`config.mk`:
```
export PLATFORM = sky130hd
export DESIGN_NAME = uart_tx_arbiter
export DESIGN_NICKNAME = d
export VERILOG_FILES = /design/src/rtl/uart_pkg.sv /design/src/rtl/uart_rr_pick.sv /design/src/rtl/uart_tx_arbiter.sv
export SDC_FILE = /design/constraint.sdc
export NUM_CORES = 1
export LEC_CHECK = 0
export CAP_MARGIN = 5
export CORE_UTILIZATION = 45
export CTS_CLUSTER_SIZE = 28
export DETAILED_ROUTE_END_ITERATION = 6
export GPL_TIMING_DRIVEN = 0
export HOLD_SLACK_MARGIN = 0.12
export PLACE_DENSITY_LB_ADDON = 0.12
export SLEW_MARGIN = 30
export SYNTH_ARGS = -nofsm -noshare
export SYNTH_HDL_FRONTEND = slang
export SYNTH_SLANG_ARGS = --single-unit
export TNS_END_PERCENT = 20
```
`constraint.sdc`:
```
create_clock -name clk -period 5.45 [get_ports clk]
set_clock_uncertainty 0.05 [all_clocks]
set_input_delay 0.545 -clock clk [delete_from_list [all_inputs] [get_ports clk]]
set_output_delay 0.545 -clock clk [all_outputs]
set_load 0.02 [all_outputs]
```
`src/rtl/uart_pkg.sv`:
```
// Shared definitions for the UART transmit arbiter slice.
// Contents: arbiter FSM state encoding and the default byte width.
package uart_pkg;

    // Arbiter FSM states
    typedef enum logic [1:0] {
        ST_IDLE = 2'd0,
        ST_SEND = 2'd1,
        ST_WAIT = 2'd2
    } state_t;

    localparam int unsigned DATA_W_DEF = 8;

endpackage

```
`src/rtl/uart_rr_pick.sv`:
```
// Combinational rotate-priority picker.
// Ports:
//   req  - request vector, one bit per requester
//   ptr  - index of the last owner; the search starts at ptr+1 and wraps
//   gnt  - one-hot winner (all zeros when no request is pending)
//   any  - high when at least one request is pending
module uart_rr_pick
    import uart_pkg::*;
#(
    parameter int unsigned NUM_REQ = 4,
    parameter int unsigned PTR_W   = $clog2(NUM_REQ)
) (
    input  logic [NUM_REQ-1:0] req,
    input  logic [PTR_W-1:0]   ptr,
    output logic [NUM_REQ-1:0] gnt,
    output logic               any
);

    logic [PTR_W-1:0] idx;

    // Walk ptr+1, ptr+2, ... ptr+NUM_REQ (mod NUM_REQ); first hit wins
    always_comb begin
        gnt = '0;
        any = 1'b0;
        idx = '0;
        for (int unsigned i = 1; i <= NUM_REQ; i++) begin
            idx = PTR_W'((32'(ptr) + i) % NUM_REQ);
            if (!any && req[idx]) begin
                gnt[idx] = 1'b1;
                any      = 1'b1;
            end
        end
    end

endmodule

```
`src/rtl/uart_tx_arbiter.sv`:
```
// Round-robin arbiter sharing one UART TX engine among NUM_REQ byte streams.
// A grant is held for a whole packet (until req_last) or MAX_BURST bytes.
// Ports:
//   clk, rst              - clock, asynchronous active-high reset
//   req_valid/data/last   - per-requester byte stream (data packed i*DATA_W)
//   req_ready             - combinational accept strobe, at most one bit high
//   grant                 - registered one-hot owner, zero when idle
//   tx_data, tx_start     - registered byte and one-cycle launch pulse
//   tx_busy, tx_done      - TX engine status and end-of-frame pulse
module uart_tx_arbiter
    import uart_pkg::*;
#(
    parameter int unsigned NUM_REQ   = 4,
    parameter int unsigned DATA_W    = DATA_W_DEF,
    parameter int unsigned MAX_BURST = 16
) (
    input  logic                      clk,
    input  logic                      rst,
    input  logic [NUM_REQ-1:0]        req_valid,
    input  logic [NUM_REQ*DATA_W-1:0] req_data,
    input  logic [NUM_REQ-1:0]        req_last,
    output logic [NUM_REQ-1:0]        req_ready,
    output logic [NUM_REQ-1:0]        grant,
    output logic [DATA_W-1:0]         tx_data,
    output logic                      tx_start,
    input  logic                      tx_busy,
    input  logic                      tx_done
);

    localparam int unsigned PTR_W = $clog2(NUM_REQ);
    localparam int unsigned CNT_W = $clog2(MAX_BURST + 1);

    state_t             state;
    logic [PTR_W-1:0]   ptr;
    logic [PTR_W-1:0]   owner;
    logic [CNT_W-1:0]   burst_cnt;
    logic               last_q;

    logic [NUM_REQ-1:0] pick_gnt;
    logic               pick_any;
    logic [PTR_W-1:0]   pick_idx;

    logic               sel_valid;
    logic               sel_last;
    logic [DATA_W-1:0]  sel_data;
    logic               accept;
    logic               drop;

    uart_rr_pick #(
        .NUM_REQ (NUM_REQ),
        .PTR_W   (PTR_W)
    ) u_pick (
        .req (req_valid),
        .ptr (ptr),
        .gnt (pick_gnt),
        .any (pick_any)
    );

    // Binary index of the picker's winner, kept alongside the one-hot grant
    always_comb begin
        pick_idx = '0;
        for (int i = 0; i < NUM_REQ; i++) begin
            if (pick_gnt[i]) pick_idx = PTR_W'(i);
        end
    end

    // Current owner's request lane
    always_comb begin
        sel_valid = 1'b0;
        sel_last  = 1'b0;
        sel_data  = '0;
        for (int i = 0; i < NUM_REQ; i++) begin
            if (owner == PTR_W'(i)) begin
                sel_valid = req_valid[i];
                sel_last  = req_last[i];
                sel_data  = req_data[i*DATA_W +: DATA_W];
            end
        end
    end

    assign accept = (state == ST_SEND) && sel_valid && !tx_busy;
    assign drop   = (state == ST_SEND) && !sel_valid && !tx_busy;

    // Only the owner may see ready, and only while the engine is free
    always_comb begin
        req_ready = '0;
        for (int i = 0; i < NUM_REQ; i++) begin
            req_ready[i] = accept && (owner == PTR_W'(i));
        end
    end

    // Arbitration FSM with registered grant and TX launch
    always_ff @(posedge clk or posedge rst) begin
        if (rst) begin
            state     <= ST_IDLE;
            grant     <= '0;
            owner     <= '0;
            ptr       <= PTR_W'(NUM_REQ - 1);
            burst_cnt <= '0;
            last_q    <= 1'b0;
            tx_data   <= '0;
            tx_start  <= 1'b0;
        end else begin
            tx_start <= 1'b0;
            case (state)
                ST_IDLE: begin
                    burst_cnt <= '0;
                    if (pick_any) begin
                        grant <= pick_gnt;
                        owner <= pick_idx;
                        state <= ST_SEND;
                    end else begin
                        grant <= '0;
                    end
                end
                ST_SEND: begin
                    if (accept) begin
                        tx_data   <= sel_data;
                        // Burst limit forces the same release path as req_last
                        last_q    <= sel_last || (burst_cnt == CNT_W'(MAX_BURST - 1));
                        burst_cnt <= burst_cnt + CNT_W'(1);
                        tx_start  <= 1'b1;
                        state     <= ST_WAIT;
                    end else if (drop) begin
                        ptr   <= owner;
                        grant <= '0;
                        state <= ST_IDLE;
                    end
                end
                ST_WAIT: begin
                    if (tx_done) begin
                        if (last_q) begin
                            ptr   <= owner;
                            grant <= '0;
                            state <= ST_IDLE;
                        end else begin
                            state <= ST_SEND;
                        end
                    end
                end
                default: begin
                    grant <= '0;
                    state <= ST_IDLE;
                end
            endcase
        end
    end

endmodule

```
==> impl_metrics.tcl, run 1 <==
set metrics [dict create \
    synthFlopType "dfrtp_1" \
    cts_sinks 25 \
    slew_headroom_pct 41.9 \
    r2r_slack_ns 2.69 \
    grt_setup_unrepaired "false" \
    drc 0 \
    hold_path_depth 2 \
    seq_power_share_pct 25.2 \
    final_nets 303 \
    cts_buffer_depth 2 \
    grt_pass1_vias 1515 \
    swShare_pct 43.7 \
    p_comb_share_pct 65.8 \
    fp.dieW_um 65.2 \
    drive_above_1_share_pct 14.1 \
    io_pins 61 \
    n_antenna_cell 0 \
    rows 22 \
    postCtsSetupRepairBufs 0 \
    drt_iter0_drc 43 \
    hold_viol_final 0 \
    min_period_over_period_pct 65.4 \
    totalWireLength_um 4330 \
    max_stage_delay_ns 0.62 \
    final_cell_mix "clkdlybuf4s50_1 (60), nand2_1 (38), dfrtp_1 (23)" \
    drt_pre_antenna_iters 4 \
    power.leakage_nw 1.07 \
    root_buffer "clkbuf_8" \
    top_usage_layer "met2" \
    cts_tree "built" \
    end_kind "output port" \
    grt_start_max_net_pins 26 \
    via_per_inst 5.27 \
    path_buf_inv 4 \
    core_area_mm2 0.00374 \
    setup_tns_ns 0 \
    start_util_pct 48.0 \
    reg2reg_depth 7 \
    die_height_um 65.2 \
    finish.utilization_pct 66.9 \
    grt.total_usage_pct 21.4 \
    path_clk_slew_ns 0.09 \
    switchingPower_w 0.000538 \
    ir_drop_v 0.000332 \
    maxCapViolCount 0 \
    ctsResizeCount 0 \
    globalRouteMet2Util_pct 37.4 \
    worstPathCellList "clkdlybuf4s50_1 -> mux4_2 -> nand2_1 -> nor2_1 -> nand2_4 -> inv_4 -> buf_2 -> nand2_1 -> nor2_1 -> clkdlybuf4s50_1" \
    antenna_left 0 \
    antenna_found_initial 0 \
    powerDensity_mw_per_mm2 491 \
    worstPathRequired_ns 4.86 \
    clock_power_share_pct 9.0 \
    synth.distinct_cells 42 \
    hold_end "tx_data[5]" \
    final_common_cell "clkdlybuf4s50_1" \
    grt_overflow 0 \
    post-route-min-period_ns 3.57 \
    fmax_mhz 280 \
    hold_path_class "flip-flop to flip-flop" \
    avgSynthCellArea_um2 9.76 \
    area_growth_pct 39.3 \
    arrival_ns 2.97 \
    crit_path_top_delay_cell "clkdlybuf4s50_1" \
    dp_hpwl_um 3350 \
    port_buffers 60 \
    cp_max_fo 10 \
    wl_per_cell_um 14.6 \
    grt_pass1_wl_um 6970 \
    ys_ff_latch 25 \
    status "complete, no violations" \
    crit_family "buffers and inverters" \
    num_vias 1559 \
    hold_start "tx_data[5]" \
    htreeDepth 1 \
    met3_usage_pct 3.47 \
    p_int_w 0.000692 \
    die_area_mm2 0.00425 \
    syn-num-nets 238 \
    synth_edf_count 0 \
    crit_type "input port to output port" \
    r2r_start "ptr[0]" \
    async_reset_ff_share_pct 100 \
    tightest_slew_ns 0.864 \
    yosysSeqAreaShare_pct 35.0 \
    reg2reg_to "grant[3]" \
    worstSetupStartpointType "input port" \
    clk-insertion-delay-late_ns 0.27 \
    slew_violations 0 \
    synth_area_mm2 0.00180 \
    setup_viol 0 \
    gr-usage-met1_pct 27.6 \
    gp_congestion 0.851 \
    cts_made_buffers 3 \
    ctsHoldBuffers 0 \
    yosysWarnings 0 \
    netlist_instances 184 \
]
## logic make-up (layout without fill, tap and decap cells)
group	count (synthesis)	after routing	share of synthesized area (%)
buffers and inverters	19	83	5.08
muxes	17	17	17.3
and+or+nand+nor	77	77	20.4
adders and majority gates	10	10	6.96
DFF	25	25	35.0
xor gates and xnor gates	2	2	0.975
AOI/OAI and AO/OA	34	34	14.3
## worst min-delay path: stages (launching register included)
cell	delay, ns
dfrtp_1	0.35
nand2_1	0.05
nand2_1	0.06
## power by group through the flow
stage | Sequential [W] | Clock [W] | Combinational [W]
after detailed placement | 0.000313 | 0 | 0.000811
after CTS | 0.000310 | 0.000112 | 0.000814
after floorplan | 0.000352 | 0 | 0.000536
after global routing | 0.000319 | 0.000121 | 0.000890
final | 0.000310 | 0.000111 | 0.000809
after global placement | 0.000310 | 0 | 0.000802
## state kept, by name (all words and copies together), names as in the netlist
name / count
tx_data: 8
burst_cnt: 5
grant: 4
owner: 2
ptr: 2
state: 2
last_q: 1
tx_start: 1
## worst max path at each step
stage                      start      endpoint  slack, ns  depth (start not counted)
floorplan                 ptr[1]      grant[3]       3.01                          8
global placement    req_valid[2]  req_ready[1]       1.90                         10
detailed placement  req_valid[2]  req_ready[1]       1.88                         10
CTS                 req_valid[2]  req_ready[1]       1.88                         10
global route        req_valid[2]  req_ready[1]       1.72                         10
finish              req_valid[2]  req_ready[1]       1.88                         10
## synth_stat cells, drive strengths merged, types with 3 or more instances
cell,number,area [um2]
nand2b,6,37.5
inv,9,36.3
mux4,11,248
buf,7,43.8
a22o,5,43.8
o2bb2ai,3,45.0
mux2i,4,40.0
nor3,3,15.0
ha,10,125
clkbuf,3,11.3
dfrtp,23,576
nor2b,3,18.8
nor2,13,48.8
nand2,39,154
o22ai,7,43.8
o21ai,10,50.0
## per-layer routing
metal / vias up / part of all wire [%] / wire (um)
li1: 787 / - / -
met3: 5 / 3.6 / 155
met5: - / 0 / 0
met4: 0 / 0.85 / 37
met2: 29 / 49 / 2110
met1: 738 / 47 / 2030
## cell type report
cell class              instances  area [um2]
fillers                       327        1240
multi-input cells             140        1080
flip-flops and latches         25         628
repair buffers                 60         601
well taps                      48        60.1
plain buffers                  10        55.1
clock buffers                   3        41.3
inverters                       9        36.3
clock inverters                 1        5.00
## per-stage QoR
step	hold WS, ns	area (um2)	total power [W]	instances	setup slack, ns
after global placement	0.408	2460	0.00111	292	1.90
after detailed placement	0.416	2460	0.00112	292	1.88
final	0.434	2500	0.00123	296	1.88
after CTS	0.437	2500	0.00124	296	1.88
after global routing	0.454	2500	0.00133	296	1.72
after floorplan	0.447	1800	0.000889	184	3.01
Power figures use the tool's default switching activity.
==> run 2, diff against run 1 <==
--- a/config.mk
+++ b/config.mk
@@ -6,7 +6,7 @@
 export NUM_CORES = 1
 export LEC_CHECK = 0
 export CAP_MARGIN = 5
-export CORE_UTILIZATION = 45
+export CORE_UTILIZATION = 41
 export CTS_CLUSTER_SIZE = 28
 export DETAILED_ROUTE_END_ITERATION = 6
 export GPL_TIMING_DRIVEN = 0
==> constraint.sdc (replaced) <==
create_clock -name clk -period 2.94 [get_ports clk]
set_clock_uncertainty 0.05 [all_clocks]
set_input_delay 0.294 -clock clk [delete_from_list [all_inputs] [get_ports clk]]
set_output_delay 0.294 -clock clk [all_outputs]
set_load 0.02 [all_outputs]
==> impl_metrics.tcl, run 2 (synthesis results as in run 1) <==
set metrics [dict create \
    status "complete, no violations" \
    final_common_cell "clkdlybuf4s50_1" \
    final_nets 303 \
    final_cell_mix "clkdlybuf4s50_1 (54), nand2_1 (38), dfrtp_1 (23)" \
    reg2reg_to "grant[3]" \
    r2r_slack_ns 0.22 \
    grt_overflow 0 \
    root_buffer "clkbuf_8" \
    tightest_slew_ns 0.804 \
    placed_cell_area_mm2 0.00246 \
    end_kind "output port" \
    antenna_found_initial 0 \
    cts_buffer_depth 2 \
    maxCapViolCount 0 \
    antenna_left 0 \
    drive_above_1_share_pct 14.5 \
    hold_viol_final 0 \
    drt_pre_antenna_iters 4 \
    clk-insertion-delay-late_ns 0.26 \
    powerDensity_mw_per_mm2 911 \
    io_pins 61 \
    start_util_pct 43.7 \
    drt_iter0_drc 56 \
    wl_per_cell_um 14.8 \
    htreeDepth 1 \
    grt_pass1_vias 1475 \
    worstPathRequired_ns 2.60 \
    power.leakage_nw 1.11 \
    cts_sinks 25 \
    die_area_mm2 0.00465 \
    r2r_start "ptr[1]" \
    worstSetupStartpointType "flip-flop" \
    slew_headroom_pct 46.0 \
    path_clk_slew_ns 0.09 \
    regMostFlops "tx_data" \
    area_growth_pct 40.3 \
    totalWireLength_um 4410 \
    n_antenna_cell 0 \
    arrival_ns 2.43 \
    postCtsSetupRepairBufs 0 \
    rows 23 \
    grt_pass1_wl_um 6760 \
    grt.total_usage_pct 19.8 \
    fmax_mhz 360 \
    cts_tree "built" \
    crit_type "flip-flop to output port" \
    grt_start_max_net_pins 26 \
    largestRegisters "tx_data x8, burst_cnt x5, grant x4" \
    dp_hpwl_um 3430 \
    largest_register_ffs 8 \
    cp_max_fo 9 \
    reg2reg_depth 8 \
    gp_congestion 0.791 \
    hold_path_class "input port to asynchronous set/reset pin" \
    core_area_mm2 0.00412 \
    post-route-min-period_ns 2.77 \
    fp.dieW_um 68.2 \
    slew_violations 0 \
    die_height_um 68.2 \
    drc 0 \
    port_buffers 60 \
    min_period_over_period_pct 94.4 \
    finish.utilization_pct 61.2 \
    ir_drop_v 0.000495 \
    num_vias 1599 \
    setup_tns_ns 0 \
    via_per_inst 5.37 \
    postLayoutCellArea_mm2 0.00252 \
    grt_setup_unrepaired "false" \
    cts_made_buffers 3 \
    ctsHoldBuffers 0 \
    setup_viol 0 \
]
-- run 2: cell count changes in the layout (fill, tap and decap cells not counted), sizes merged --
cell / delta
clkinv: -1
dlygate4sd2: +2
clkbuf: +1
dlymetal6s2s: +4
clkdlybuf4s50: -6
-- run 2: how the worst max path moves through the flow --
stage                            start            to  slack (ns)  cells past startpoint
after global placement    req_valid[2]  req_ready[1]       -0.15                     10
after detailed placement  req_valid[2]  req_ready[1]       -0.16                     10
after global routing          owner[1]  req_ready[1]        0.02                     10
final                         owner[1]  req_ready[3]        0.17                      8
after CTS                 req_valid[2]  req_ready[3]        0.09                      8
after floorplan                 ptr[1]      grant[3]        0.50                      8
-- run 2: cell type report --
class | instances | area (um2)
buffer | 10 | 55.1
sequential | 25 | 628
fill | 375 | 1600
clock buffer | 4 | 45.0
multi-input combinational | 140 | 1080
timing repair buffer | 60 | 608
tap | 50 | 62.6
inverter | 9 | 36.3
-- run 2: timing repair --
item                                    in CTS  in global routing
endpoints found under the hold margin        0                  0
endpoints found under the setup margin       2                  3
resized for setup                            2                  6
-- run 2: layer usage --
layer / GRT usage [%] / vias to the layer above / routed length [um]
li1: - / 790 / -
met1: 26.2 / 770 / 2010
met2: 33.7 / 37 / 2130
met3: 2.83 / 2 / 246
met4: 4.69 / 0 / 25
met5: 0 / - / 0
-- run 2: report_power, final --
| part | total (W) | internal [W] | switching [W] |
|---|---|---|---|
| logic | 0.00152 | 0.000712 | 0.000810 |
| clock network | 0.000201 | 0.0000967 | 0.000105 |
| registers | 0.000572 | 0.000488 | 0.0000835 |
-- run 2: critical path, stage by stage (launching register included) --
cell and delay (ns):
dfrtp_1 0.36, buf_2 0.18, mux4_2 0.37, nand2_1 0.07, nor2_1 0.19, nand2_4 0.11, inv_4 0.12, and3_1 0.16
clkdlybuf4s50_1 0.61
-- run 2: through the flow --
stage,cells,power [W],setup slack [ns],hold WS (ns)
after detailed placement,294,0.00209,-0.162,0.413
after floorplan,184,0.00165,0.502,0.270
after CTS,298,0.00230,0.0928,0.435
after global routing,298,0.00249,0.0194,0.410
after global placement,294,0.00208,-0.147,0.407
final,298,0.00229,0.165,0.330
